## src/rtl/sat_counter.sv

```systemverilog
// sat_counter: saturating up-counter with priority clear.
// With CLR_INC set, a clear in the same cycle as an increment restarts at 1.
module sat_counter #(
  parameter int W = 8,
  parameter bit CLR_INC = 1'b0
) (
  input  logic         clk_i,
  input  logic         rst_i,
  input  logic         inc_i,
  input  logic         clr_i,
  output logic [W-1:0] cnt_o
);
  logic [W-1:0] cnt_q, cnt_d;
  always_comb cnt_d = clr_i ? W'(CLR_INC & inc_i) : (inc_i && cnt_q != '1) ? cnt_q + W'(1) : cnt_q;
  always_ff @(posedge clk_i or posedge rst_i)
    if (rst_i) cnt_q <= '0;
    else cnt_q <= cnt_d;
  assign cnt_o = cnt_q;
endmodule

```

## config.mk

```make
export PLATFORM = sky130hd
export DESIGN_NAME = sat_counter
export DESIGN_NICKNAME = d
export VERILOG_FILES = /design/src/rtl/sat_counter.sv
export SDC_FILE = /design/constraint.sdc
export NUM_CORES = 1
export LEC_CHECK = 0
export CORE_AREA = 2 2 39 41
export DETAILED_ROUTE_END_ITERATION = 8
export DIE_AREA = 0 0 41 43
export PLACE_DENSITY = 0.71
export SYNTH_ARGS = -nofsm -noshare
export SYNTH_HDL_FRONTEND = slang
export SYNTH_SLANG_ARGS = --single-unit
export TNS_END_PERCENT = 50
```

## constraint.sdc

```tcl
create_clock -name clk_i -period 1.45 [get_ports clk_i]
set_input_delay 0.145 -clock clk_i [delete_from_list [all_inputs] [get_ports clk_i]]
set_output_delay 0.145 -clock clk_i [all_outputs]
set_load 0.01 [all_outputs]
```

# Word level (Yosys, flattened, before mapping)
# Cells that the tools add are included.
# word_totals
ff_bits,8
latchBits,0
mem_bits_rw,0
mem_bits_ro,0
input_bits,4
word_cells,7
n_memories,0
# op_classes
addsub,1
mul,0
div,0
magnitude_cmp,0
eq_ne,1
shift,0
mux,2
n_bitwise,0
n_reduce_logical,2
# op_table
operator,count
$mux 8,2
$add 8x1->8 const B,1
$ne 8x8->1 const B,1
$reduce_bool 2->1,1
$logic_and 1x1->1,1

# Logic depth before layout (Yosys ltp)
# logic_depth
depth_word,4
mapped_depth,5
depth_no_buf,4

# Worst setup path after synthesis
# OpenSTA, ideal clock, no wires.
# synth_timing
kind,register to register
from,reg cnt_q[0] (netlist: cnt_o[0])
to,reg cnt_q[0] (netlist: cnt_o[0])
setup_time_ps,125
arrival_ps,1474
required_ps,1325
slack_ps,-149
path_stages_with_launch,6
n_path_buf,1
period_less_slack_ps,1599
cell_sequence,dfrtp_1 > ha_1 > and4_1 > buf_6 > a21boi_4 > mux2_4
# synth_via
elab_chain_cells,3
word_cells_on_any_way,6
cone_classes,add/sub: 1; eq/ne: 1; mux: 2; reduce/logical: 2
# synth_rtl
item,line_no,text
start: declaration,13,"logic [W-1:0] cnt_q, cnt_d;"
start signal: assignment,17,else cnt_q <= cnt_d;
$add 8x1->8 / $ne 8x8->1 (equally long branches),14,always_comb cnt_d = clr_i ? W'(CLR_INC & inc_i) : (inc_i && cnt_q != '1) ? cnt_q + W'(1) : cnt_q;
$mux 8 / $logic_and 1x1->1 (equally long branches),14,
$mux 8 / $reduce_bool 2->1 (equally long branches),n/a,
# Several ways; a longest one is shown, not always the timed one. The select of a mux whose other input is x is not followed.
# A chain may end at the register's enable or synchronous reset.

# Final worst setup path
# layout_timing
from,reg cnt_q[3] (netlist: cnt_o[3])
to,out cnt_o[3]
# layout_rtl
item,line_no,text
end: declaration,11,output logic [W-1:0] cnt_o
# No word-level cell between the ends.

==> impl_metrics.csv <==
group,metric,value,unit
final_layout,largest_reg_flops,8,
floorplanning,fp.dieArea,0.001763,mm²
sta,finalClockSkew,0.001126,ns
min_path,hold_path.class,"in -> async",
critical_path,slowest_delay,0.58,ns
final_layout,stdcell_count,85,
critical_path,path_class,"reg -> out",
global_routing,grt_pass1_vias,393,
critical_path,reg2reg_slack,0.06,ns
critical_path,cpMaxStageDelayCell,"clkdlybuf4s50_1",
sta,hold_ws,0.1405,ns
status,status,"finished clean",
pwr,p_int,0.3667,mW
pwr,p_seq_share,49.0,%
cts,clock_latency,0.25,ns
floorplanning,start_util,35.62,%
placed_design,io_buffer_count,11,
yosys,syn_nets,54,
final_layout,nNetsFinal,76,
sta,hold_viol_final,0,
yosys,netlist_top_cells_area,"dfrtp_1 41%, a211oi_1 6.1%, nand4_1 5.1%",
floorplanning,core,0.001384,mm²
critical_path,critical_path.top_delay_family,"buffers and inverters",
cts,cts_hold_buf,0,
placed_design,dp_cells,82,
yosys,synth.top_cell.area_share,40.61,%
yosys,yosys_warnings,0,
pwr,switchingPower,0.1156,mW
global_routing,grt-ovfl-total,0,
final_layout,n_antenna_cell,0,
yosys,yosysUniqueCellTypes,25,
critical_path,crit_chain,"clkdlybuf4s50_1",
pwr,power_density,677.5,mW/mm²
sta,fin_ws,0.01686,ns
final_layout,final_util,51.45,%
yosys,synth.avg_cell_area,10.06,µm²
placed_design,dp_slack,-0.004128,ns
floorplanning,rows,14,
detailed_routing,wire_per_inst,13.26,µm
global_routing,grt_pass1_wl,1780,µm
yosys,syn_area,493.0,µm²
sta,max_freq,697.8,MHz
yosys,synth_seq_cells,8,
sta,period_needed,1.433,ns
detailed_routing,drcViolationCount,0,
pwr,power.leakage,0.3141,nW
cts,root_buffer,"clkbuf_4",
sta,tightest_slew,0.3140,ns
sta,setup_violations,0,
detailed_routing,ant_nets,0,
detailed_routing,vias,449,
placed_design,place_congestion,0.7772,
sta,tns,0,ns
final_layout,drive_gt1_share,31.88,%
job,drv_cap,0,
sta,drv_slew,0,
detailed_routing,drt_iter0_drc,1,
critical_path,required,1.31,ns
critical_path,path_max_fanout,6,
placed_design,hpwl,865.1,µm
critical_path,end_kind,"output port",
cts,cts.sinks,8,
cts,clk_pin_slew,0.06,ns
global_routing,antenna_found_initial,0,
yosys,synth_top_area_cell,"dfrtp_1",
floorplanning,ioPinCount,12,
pwr,power_frac_comb,15.6,%
pwr,peakVddDrop,446.5,µV
pwr,p_sw_share,23.97,%
sta,period_share,98.84,%
cts,cts_tree,"done",
pwr,clkPwrFrac,35.4,%
floorplanning,dieWidth,41,µm
cts,clock_path_buffers,2,
cts,numCtsBuffers,3,
sta,grt_setup_unrepaired,"true",
floorplanning,die_y,43,µm
final_layout,area_growth,44.42,%
yosys,synth_cells,49,
global_routing,track_usage,15.29,%
cts,htreeDepth,1,
critical_path,critical_path_buf_inv_count,1,
detailed_routing,first_pass_iters,4,
detailed_routing,drt-total-wl,1127,µm
yosys,ys_seq_area_share,40.61,%
sta,max_slew_margin,79.04,%
critical_path,start_kind,"flip-flop",
global_routing,grt_max_degree,9,
critical_path,cp_data_arrival_time,1.29,ns
detailed_routing,drt-vias-per-instance,5.282,
-- power by group through the flow --
stage                     Combinational (mW)  Sequential (mW)  Clock (mW)
final                                 0.0753            0.236       0.171
after CTS                             0.0762            0.236       0.176
after global routing                  0.0836            0.237       0.187
after floorplan                       0.0308            0.246           0
after global placement                0.0781            0.240           0
after detailed placement              0.0794            0.240           0
-- synth_stat cells --
| library cell | instances |
|---|---|
| nand3_1 | 3 |
| nor2b_1 | 3 |
| a21boi_4 | 1 |
| mux2i_1 | 1 |
| clkbuf_1 | 1 |
| mux2_2 | 1 |
| mux2_4 | 1 |
| dfrtp_1 | 8 |
| ha_1 | 1 |
| nand4_1 | 4 |
| a31oi_1 | 1 |
| and4_2 | 1 |
| nor3b_1 | 1 |
| and4_1 | 1 |
| a211oi_1 | 4 |
| nor4b_1 | 1 |
| inv_1 | 3 |
| buf_6 | 1 |
| and3_4 | 1 |
| buf_2 | 1 |
| nor3_1 | 3 |
| a21oi_1 | 2 |
| o21bai_1 | 1 |
| nand2b_1 | 2 |
| nor2_1 | 2 |
-- per-stage QoR --
stage                     instance area [µm²]  power, mW
after floorplan                         508.0     0.2768
after global placement                  685.7     0.3179
after detailed placement                685.7     0.3198
after CTS                               706.9     0.4884
after global routing                    711.9     0.5073
final                                   711.9     0.4823
-- cells by family (layout without fill, tap and decap cells) --
logic type	Yosys count	in the layout	synth area share, %
AOI/OAI and AO/OA	9	9	14.72
adders and majority gates	1	1	2.538
buffers and inverters	6	26	6.343
DFF	8	8	40.61
muxes	3	3	7.359
and+or+nand+nor	22	22	28.43
-- metal layers --
layer | share of wire [%] | vias up | wire (µm) | track usage [%]
met5 | 0 | - | 0 | 0
met4 | 1.2 | 0 | 14 | 10.00
met3 | 3.5 | 2 | 40 | 3.141
met2 | 48 | 13 | 544 | 21.25
met1 | 47 | 211 | 527 | 20.39
li1 | - | 223 | - | -
-- layout by cell type, fill, tap and decap left out, drive strengths merged, types with 2 or more instances in the layout --
| cell | netlist | routed |
|---|---|---|
| buf | 2 | 9 |
| clkdlybuf4s50 | 0 | 8 |
| dfrtp | 8 | 8 |
| a211oi | 4 | 4 |
| nand4 | 4 | 4 |
| nor2b | 3 | 3 |
| nand3 | 3 | 3 |
| nor3 | 3 | 3 |
| inv | 3 | 3 |
| clkbuf | 1 | 3 |
| nor2 | 2 | 2 |
| nand2b | 2 | 2 |
| a21oi | 2 | 2 |
| dlygate4sd2 | 0 | 2 |
| mux2 | 2 | 2 |
| and4 | 2 | 2 |
-- path summary, 6_finish.rpt --
check | endpoint | cells past startpoint | start
min in group clk_i | cnt_o[4] | 2 | cnt_o[4]
max in group asynchronous | cnt_o[0] | 2 | rst_i
hold reg to reg | cnt_o[4] | 2 | cnt_o[4]
setup / recovery | cnt_o[3] | 1 | cnt_o[3]
hold / removal | cnt_o[4] | 2 | rst_i
setup reg to reg | cnt_o[5] | 3 | cnt_o[7]
-- final cells by class --
| type | count | area (µm²) |
|---|---|---|
| Fill cell | 132 | 671.9 |
| Clock buffer | 3 | 22.52 |
| Sequential cell | 8 | 203.9 |
| Timing Repair Buffer | 20 | 177.7 |
| Multi-Input combinational cell | 35 | 276.5 |
| Tap cell | 16 | 20.02 |
| Inverter | 3 | 11.26 |
-- repair_timing --
item,4_1_cts,5_1_grt
endpoints found under the hold margin,0,0
gates resized for setup,3,3
setup buffers,0,0
setup endpoints to repair,3,5
No activity file was read; power rests on OpenSTA's default activity.
